--- config.mk ---
export PLATFORM = sky130hd
export DESIGN_NAME = syscall_unit
export DESIGN_NICKNAME = d
export VERILOG_FILES = /design/src/rtl/syscall_pkg.sv /design/src/rtl/syscall_unit_hex_ascii.sv /design/src/rtl/syscall_unit.sv
export SDC_FILE = /design/constraint.sdc
export NUM_CORES = 1
export LEC_CHECK = 0
export BUFFER_PORTS_ARGS = -buffer_cell sky130_fd_sc_hd__buf_2
export CORE_MARGIN = 2
export CORE_UTILIZATION = 35
export DETAILED_ROUTE_END_ITERATION = 10
export PLACE_DENSITY_LB_ADDON = 0.05
export SLEW_MARGIN = 20
export SYNTH_ARGS = -nofsm -noshare
export SYNTH_HDL_FRONTEND = slang
export SYNTH_SLANG_ARGS = --single-unit
--- constraint.sdc ---
create_clock -name clk -period 3.7 [get_ports clk]
set_input_delay 0.74 -clock clk [delete_from_list [all_inputs] [get_ports clk]]
set_output_delay 0.74 -clock clk [all_outputs]
set_load 0.05 [all_outputs]
--- src/rtl/syscall_pkg.sv ---
// Shared constants and the FSM state type for the syscall service unit.
package syscall_pkg;

    localparam logic [31:0] SYS_PRINT_INT = 32'd1;
    localparam logic [31:0] SYS_PRINT_STR = 32'd4;
    localparam logic [31:0] SYS_SBRK      = 32'd9;
    localparam logic [31:0] SYS_EXIT      = 32'd10;

    localparam logic [7:0] ASCII_NL = 8'h0A;

    typedef enum logic [2:0] {
        S_IDLE,
        S_INT_EMIT,
        S_STR_FETCH,
        S_STR_EMIT,
        S_SBRK,
        S_DONE,
        S_HALT
    } state_e;

endpackage

--- src/rtl/syscall_unit_hex_ascii.sv ---
// Combinational nibble to lowercase hex ASCII character.
module hex_ascii (
    input  logic [3:0] nib,
    output logic [7:0] ascii
);

    always_comb begin
        if (nib < 4'd10) begin
            ascii = 8'h30 + {4'h0, nib};
        end else begin
            ascii = 8'h57 + {4'h0, nib};
        end
    end

endmodule

--- src/rtl/syscall_unit.sv ---
// Syscall responder: print-int, print-string, sbrk and exit, stalling the core while busy.
// Optional simulation trace of accepted requests (and $finish after exit) with SYSCALL_TRACE_EN.
//
// state       | meaning
// S_IDLE      | waiting for req_valid, dispatch on code
// S_INT_EMIT  | streaming 8 hex digits of arg then newline
// S_STR_FETCH | word read of the string byte at ptr
// S_STR_EMIT  | streaming the fetched byte
// S_SBRK      | returning old heap pointer to $v0, bumping heap
// S_DONE      | one-cycle done pulse, core advances
// S_HALT      | exit taken, stall forever until reset
module syscall_unit
    import syscall_pkg::*;
#(
    parameter logic [31:0] HEAP_BASE   = 32'h0000_0080,
    parameter int          MAX_STR_LEN = 256
) (
    input  logic        clk,
    input  logic        reset,
    input  logic        req_valid,
    input  logic [31:0] req_code,
    input  logic [31:0] req_arg,
    output logic        busy,
    output logic        done,
    output logic        rf_we,
    output logic [31:0] rf_wdata,
    output logic        mem_rd,
    output logic [31:0] mem_addr,
    input  logic [31:0] mem_rdata,
    input  logic        mem_rvalid,
    output logic        tx_valid,
    output logic [7:0]  tx_data,
    input  logic        tx_ready,
    output logic        halt,
    output logic        err
);

    localparam int CNT_W = ($clog2(MAX_STR_LEN + 1) > 4) ? $clog2(MAX_STR_LEN + 1) : 4;

    state_e            state_q, state_d;
    logic [31:0]       arg_q, arg_d;
    logic [31:0]       ptr_q, ptr_d;
    logic [31:0]       heap_q, heap_d;
    logic [7:0]        byte_q, byte_d;
    logic [CNT_W-1:0]  cnt_q, cnt_d;
    logic [7:0]        hex_char;
    logic [7:0]        lane_byte;
    logic              busy_c;
    logic              err_c;

    // arg_q is shifted left per digit, so the current digit is always the top nibble
    hex_ascii u_hex (
        .nib   (arg_q[31:28]),
        .ascii (hex_char)
    );

    always_comb begin
        case (ptr_q[1:0])
            2'd0:    lane_byte = mem_rdata[7:0];
            2'd1:    lane_byte = mem_rdata[15:8];
            2'd2:    lane_byte = mem_rdata[23:16];
            default: lane_byte = mem_rdata[31:24];
        endcase
    end

    always_ff @(posedge clk or negedge reset) begin
        if (!reset) begin
            state_q <= S_IDLE;
            arg_q   <= '0;
            ptr_q   <= '0;
            heap_q  <= HEAP_BASE;
            byte_q  <= '0;
            cnt_q   <= '0;
        end else begin
            state_q <= state_d;
            arg_q   <= arg_d;
            ptr_q   <= ptr_d;
            heap_q  <= heap_d;
            byte_q  <= byte_d;
            cnt_q   <= cnt_d;
        end
    end

    always_comb begin
        state_d  = state_q;
        arg_d    = arg_q;
        ptr_d    = ptr_q;
        heap_d   = heap_q;
        byte_d   = byte_q;
        cnt_d    = cnt_q;
        busy_c   = 1'b0;
        err_c    = 1'b0;
        done     = 1'b0;
        rf_we    = 1'b0;
        rf_wdata = '0;
        mem_rd   = 1'b0;
        mem_addr = '0;
        tx_valid = 1'b0;
        tx_data  = '0;
        halt     = 1'b0;

        case (state_q)
            S_IDLE: begin
                if (req_valid) begin
                    busy_c = 1'b1;
                    arg_d  = req_arg;
                    ptr_d  = req_arg;
                    case (req_code)
                        SYS_PRINT_INT: begin
                            state_d = S_INT_EMIT;
                            cnt_d   = CNT_W'(9);
                        end
                        SYS_PRINT_STR: begin
                            state_d = S_STR_FETCH;
                            cnt_d   = CNT_W'(MAX_STR_LEN);
                        end
                        SYS_SBRK: state_d = S_SBRK;
                        SYS_EXIT: state_d = S_HALT;
                        default: begin
                            err_c   = 1'b1;
                            state_d = S_DONE;
                        end
                    endcase
                end
            end

            // cnt_q counts bytes still to send; the last one is the newline
            S_INT_EMIT: begin
                busy_c   = 1'b1;
                tx_valid = 1'b1;
                tx_data  = (cnt_q == CNT_W'(1)) ? ASCII_NL : hex_char;
                if (tx_ready) begin
                    cnt_d = cnt_q - CNT_W'(1);
                    arg_d = {arg_q[27:0], 4'h0};
                    if (cnt_q == CNT_W'(1)) begin
                        state_d = S_DONE;
                    end
                end
            end

            S_STR_FETCH: begin
                busy_c   = 1'b1;
                mem_rd   = 1'b1;
                mem_addr = {ptr_q[31:2], 2'b00};
                if (mem_rvalid) begin
                    byte_d  = lane_byte;
                    state_d = (lane_byte == 8'h00) ? S_DONE : S_STR_EMIT;
                end
            end

            S_STR_EMIT: begin
                busy_c   = 1'b1;
                tx_valid = 1'b1;
                tx_data  = byte_q;
                if (tx_ready) begin
                    ptr_d   = ptr_q + 32'd1;
                    cnt_d   = cnt_q - CNT_W'(1);
                    state_d = (cnt_q == CNT_W'(1)) ? S_DONE : S_STR_FETCH;
                end
            end

            S_SBRK: begin
                busy_c   = 1'b1;
                rf_we    = 1'b1;
                rf_wdata = heap_q;
                heap_d   = heap_q + ((arg_q + 32'd3) & ~32'd3);
                state_d  = S_DONE;
            end

            S_DONE: begin
                done    = 1'b1;
                state_d = S_IDLE;
            end

            S_HALT: begin
                busy_c = 1'b1;
                halt   = 1'b1;
            end

            default: state_d = S_IDLE;
        endcase
    end

    // request-driven outputs must read 0 while reset is held even with req_valid high
    assign busy = busy_c & reset;
    assign err  = err_c & reset;

`ifdef SYSCALL_TRACE_EN
    always @(posedge clk) begin
        if (reset) begin
            if (state_q == S_IDLE && req_valid) begin
                $display("syscall code=%0d arg=0x%08h", req_code, req_arg);
            end
            if (state_q == S_SBRK) begin
                $display("syscall sbrk returns 0x%08h", heap_q);
            end
            if (state_q == S_HALT) begin
                $finish;
            end
        end
    end
`endif

endmodule

; ---- Word-level counts from Yosys, hierarchy flattened
; Index checks and enable logic that the tools add are counted.
[classes]
bitwise = 3
muxes = 34
reduce_logical = 14
shifts = 0
addsub = 6
n_mul = 0
div_mod_pow = 0
n_eq_ne = 20
order_cmp = 1
[ops]
columns = operator, count
row1 = 2-to-1 mux 32 bit, 5
row2 = case mux 32 bit (2 select lines), 2
row3 = "equality test 32 x 4 -> 1 bit, second input constant", 2
row4 = case mux 9 bit (2 select lines), 2
row5 = "adder 32 x 1 -> 32 bit, second input constant", 1
row6 = "adder 32 x 2 -> 32 bit, second input constant", 1
row7 = adder 32 bit, 1
row8 = "equality test 32 x 1 -> 1 bit, second input constant", 1
row9 = "equality test 32 x 3 -> 1 bit, second input constant", 1
row10 = case mux 8 bit (3 select lines), 1
row11 = 2-to-1 mux 3 bit, 7
row12 = 2-to-1 mux 9 bit, 2
row13 = case mux 3 bit (6 select lines), 1
row14 = 2-to-1 mux 8 bit, 2
row15 = case mux 8 bit (2 select lines), 1
row16 = case mux 3 bit (4 select lines), 1
row17 = "!= test 2 bit, second input constant", 5
row18 = "equality test 3 bit, second input constant", 3
row19 = "equality test 9 x 1 -> 1 bit, second input constant", 1
row20 = 2-to-1 mux 1 bit, 9
row21 = "subtractor 9 x 1 -> 9 bit, second input constant", 1
row22 = "adder 7 x 4 -> 8 bit, first input constant", 1
row23 = logical NOT 8 bit, 1
row24 = "adder 6 x 4 -> 7 bit, first input constant", 1
row25 = 20 further kinds, 25
[totals]
regBits = 116
wordCells = 84
in_bits = 101
mem_count = 0
mem_bits_ro = 0
latchBits = 0
output_inout_bits = 79
ram_bits = 0

; ---- Depth between registers and ports, before layout
[depth]
depth_word = 6
mapped_depth = 17
ltp_nobuf = 17

; ---- Hierarchy
; Synthesis repeated with hierarchy kept, for this count alone.
[hier_totals]
hier_cells = 1107
area_unflattened_um2 = 8763.4
[modules_own_cells]
columns = mod, cells_each, area_each_um2, n_inst
row1 = syscall_unit, 1090, 8640.8, 1
row2 = hex_ascii, 17, 122.6, 1

; ---- Least setup slack after synthesis
; Ideal clock, no wire load.
[synth_path]
path_type = reg-to-reg
from = register arg_q[2]
to = register heap_q[31]
path_stages_with_launch = 17
required_time_ps = 3577
setup_slack_ps = 78
path_buffers = 1
synth_period_minus_slack_ps = 3622
t_arrival_ps = 3500
cell_sequence = dfrtp_1 o2111ai_1 nor3_1 and3_1 and3_1 nand2_1 xnor2_1 ha_1 clkbuf_2 nand2_1 or3_4 or4_1 a21oi_1 o31ai_1 a21oi_1 o21ai_2 xnor2_1
[synth_via]
elab_chain_cells = 2
[synth_rtl]
columns = element, line
row1 = from (decl), syscall_unit.sv:41  ; logic [31:0] arg_q, arg_d;
row2 = from (signal assigned), syscall_unit.sv:76  ; arg_q <= arg_d;
row3 = adder 32 x 2 -> 32 bit, syscall_unit.sv:166  ; heap_d = heap_q + ((arg_q + 32'd3) & ~32'd3);
row4 = adder 32 bit, syscall_unit.sv:166
row5 = to (signal assigned), syscall_unit.sv:78  ; heap_q <= heap_d;
row6 = to (decl), syscall_unit.sv:43  ; logic [31:0] heap_q, heap_d;
; Every way passes these cells.
; A chain may end at the register's enable or synchronous reset.

; ---- Worst setup path in the final report
[layout_path]
from = register cnt_q[4]
to = output tx_data[1]
[layout_via]
elab_chain_cells = 3
[layout_rtl]
columns = element, line
row1 = from (decl), syscall_unit.sv:45  ; logic [CNT_W-1:0] cnt_q, cnt_d;
row2 = from (signal assigned), syscall_unit.sv:80  ; cnt_q <= cnt_d;
row3 = equality test 9 x 1 -> 1 bit, syscall_unit.sv:131  ; tx_data = (cnt_q == CNT_W'(1)) ? ASCII_NL : hex_char;
row4 = 2-to-1 mux 8 bit, syscall_unit.sv:131
row5 = case mux 8 bit (2 select lines), syscall_unit.sv:102  ; case (state_q)
row6 = to (decl), syscall_unit.sv:32  ; output logic [7:0] tx_data,
; Every way passes these cells.

==> impl_metrics.csv <==
group,metric,value,unit
grt,grt_pass1_vias,8109,
detailed_routing,drc,0,
grt,gr-total-overflow,0,
clocking,post_cts_hold_buffer_count,0,
sta,tightestPinTransition,0.629,ns
cells_and_area,fill_cells,2504,
worst_setup_path,critPathLaunchType,"flop",
worst_setup_path,crit_path_start,"cnt_q[4]",
cells_and_area,final_cells,1592,
yosys,synth_area_leaders,"dfrtp_1 33%, o21ai_0 7.3%, nand2_1 6.3%",
clocking,cts_buffers,17,
floorplanning,fp.dieW,160,um
clocking,cts_htree_levels,4,
place,gp_congestion,0.836,
cells_and_area,synthToLayoutAreaGrowth,24.2,%
detailed_routing,ant_nets,0,
cells_and_area,finish.utilization,0.439,
place,dp.cells,1560,
place,portBuffers,175,
floorplanning,start_util,0.353,
grt,antenna_found_initial,0,
cells_and_area,diodes,0,
yosys,ys_async_sr_fraction,1.00,
grt,grt_max_degree,78,
yosys,synth_cells,1080,
yosys,syn-cell-area,0.00852,sq mm
worst_setup_path,cp_max_fo,7,
worst_setup_path,end_kind,"primary output",
yosys,ys_types,74,
floorplanning,dieArea,0.0256,sq mm
power,p_leak,5.12,nW
power,ir_drop,0.413,mV
detailed_routing,wl_per_cell,16.5,um
detailed_routing,drt-initial-drc-count,509,
worst_setup_path,worstSetupPathType,"reg -> out",
detailed_routing,drt_first_pass_iters,5,
clocking,worstSkewPairLatency,0.42,ns
job,drv_cap,0,
worst_setup_path,reg2reg_depth,16,
sta,slew_violations,0,
worst_setup_path,endpoint,"tx_data[1]",
floorplanning,io_pins,180,
sta,rsz0062_at_grt,"true",
yosys,synth_top_area_frac,0.332,
worst_setup_path,r2r_end,"heap_q[31]",
grt,grt.total_usage,0.207,
yosys,synth_seq_cells,114,
clocking,cts.sinks,114,
yosys,synth_edf_count,0,
detailed_routing,drt-total-wl,26300,um
worst_setup_path,crit_required,2.96,ns
cells_and_area,final_layout_size_suffix_gt1_frac,0.229,
yosys,yosysSeqAreaShare,0.335,
yosys,yosysTopAreaCell,"dfrtp_1",
sta,relSlewSlack,0.578,
floorplanning,rows,57,
clocking,clkTransAtPathRegs,0.06,ns
sta,fin_tns_setup,0,ns
yosys,avgSynthCellArea,7.89,sq um
floorplanning,die_h,160,um
sta,setup_viol,0,
worst_setup_path,crit_arrival,2.85,ns
worst_setup_path,r2r_start,"arg_q[5]",
place,dp_hpwl,19700,um
worst_setup_path,r2r_slack,0.21,ns
sta,fmax,0.279,GHz
cells_and_area,fin_nets,1396,
hold_path,hp-class,"in -> async",
floorplanning,core,0.0241,sq mm
yosys,yosys_most_used_dff,"dfrtp_1",
clocking,cts-root-buf,"clkbuf_16",
sta,hold_violations,0,
outcome,status,"finished, final reports clean",
sta,finClkSkew,0.0104,ns
clocking,cts_tree,"built",
clocking,clockBufferDepth,2,
yosys,yosys_warnings,0,
power,finalPower,0.00867,W
sta,fin_crit_sh,0.969,
detailed_routing,vias_per_cell,5.22,
sta,post-route-min-period,3.59,ns
power,pwr_density_cell,819,mW/mm^2
grt,grt_pass1_wl,42800,um
detailed_routing,vias,8313,
sequential cells by signal, summed over array words and instances (netlist names):
name and count:
arg_q 32, ptr_q 32, heap_q 30, cnt_q 9
byte_q 8, state_q 3
worst max-delay path, stage by stage, from the launching register on:
cell and delay [ns]:
dfrtp_1 0.43, or3_1 0.43, nor4_1 0.39, nand3_1 0.41, a221oi_1 0.42, buf_2 0.33
cell usage after synthesis, drive strengths merged, types with 27 or more instances:
| library cell | n |
|---|---|
| o21ai | 130 |
| inv | 27 |
| dfrtp | 113 |
| and3 | 49 |
| ha | 38 |
| clkbuf | 58 |
| nand3 | 37 |
| nand2 | 145 |
| a21oi | 100 |
| nor2 | 70 |
| mux2i | 28 |
| and2 | 33 |
| xnor2 | 35 |
timing repair:
item	in CTS	in global routing
setup buffers	0	1
resized for setup	0	16
endpoints found under the setup margin	0	10
metrics by stage:
step,hold WS (ns),setup WS (ns),instance area [sq um]
2_1_floorplan,0.437,0.0779,8530
3_3_place_gp,0.458,0.102,9950
3_5_place_dp,0.467,0.0527,9950
4_1_cts,0.323,0.0225,10500
5_1_grt,0.344,-0.0330,10600
6_report,0.306,0.115,10600
layout make-up:
cell class	count	area (sq um)	share of cell area
multi-input combinational	873	5370	0.508
sequential	114	2860	0.270
timing repair buffer	223	1280	0.121
clock buffer	19	433	0.0409
tap	324	405	0.0383
clock inverter	12	135	0.0128
inverter	27	101	0.00958
layout by cell type, fill, tap and decap left out, types with 17 or more instances in the layout:
master     netlist  routed
a21o_1          17      17
a21oi_1        100      97
and2_1          33      33
and3_1          48      47
buf_2            4     174
buf_4            4      46
clkbuf_16        0      17
dfrtp_1        113     111
ha_1            38      37
inv_1           24      24
mux2i_1         28      28
nand2_1        144     143
nand3_1         36      35
nor2_1          69      65
nor3_1          18      17
o21ai_0        125     125
xnor2_1         35      34
xor2_1          22      22
routing by layer:
metal,part of all wire,vias up,GRT usage
met5,0,-,0
li1,-,4234,-
met4,0.0095,0,0.0450
met3,0.041,21,0.0374
met2,0.44,175,0.320
met1,0.51,3883,0.303
cell families after synthesis:
kind of cell | after synthesis | synth area share
multiplexers | 29 | 0.0342
adder cells (fa/ha/maj) | 39 | 0.0582
AO/OA/AOI/OAI | 337 | 0.237
flip-flops | 114 | 0.335
buffers and inverters | 96 | 0.0448
XOR/XNOR | 57 | 0.0586
other | 1 | 0.000440
AND/OR/NAND/NOR | 407 | 0.232
how the worst min path moves through the flow:
stage / slack, ns / depth (start not counted) / from / end
2_1_floorplan: 0.44 / 0 / reset / arg_q[0]
3_3_place_gp: 0.46 / 2 / byte_q[7] / byte_q[7]
6_report: 0.31 / 1 / reset / byte_q[3]
5_1_grt: 0.34 / 1 / reset / byte_q[7]
4_1_cts: 0.32 / 1 / reset / byte_q[7]
3_5_place_dp: 0.47 / 2 / byte_q[7] / byte_q[7]
power breakdown:
group | internal (W) | switching [W] | total [W] | leakage, nW
registers | 0.00177 | 0.000594 | 0.00237 | 1.41
clock network | 0.000990 | 0.000651 | 0.00164 | 0.266
logic | 0.00185 | 0.00281 | 0.00466 | 3.44
total | 0.00461 | 0.00406 | 0.00867 | 5.12
(Power assumes the default switching activity.)
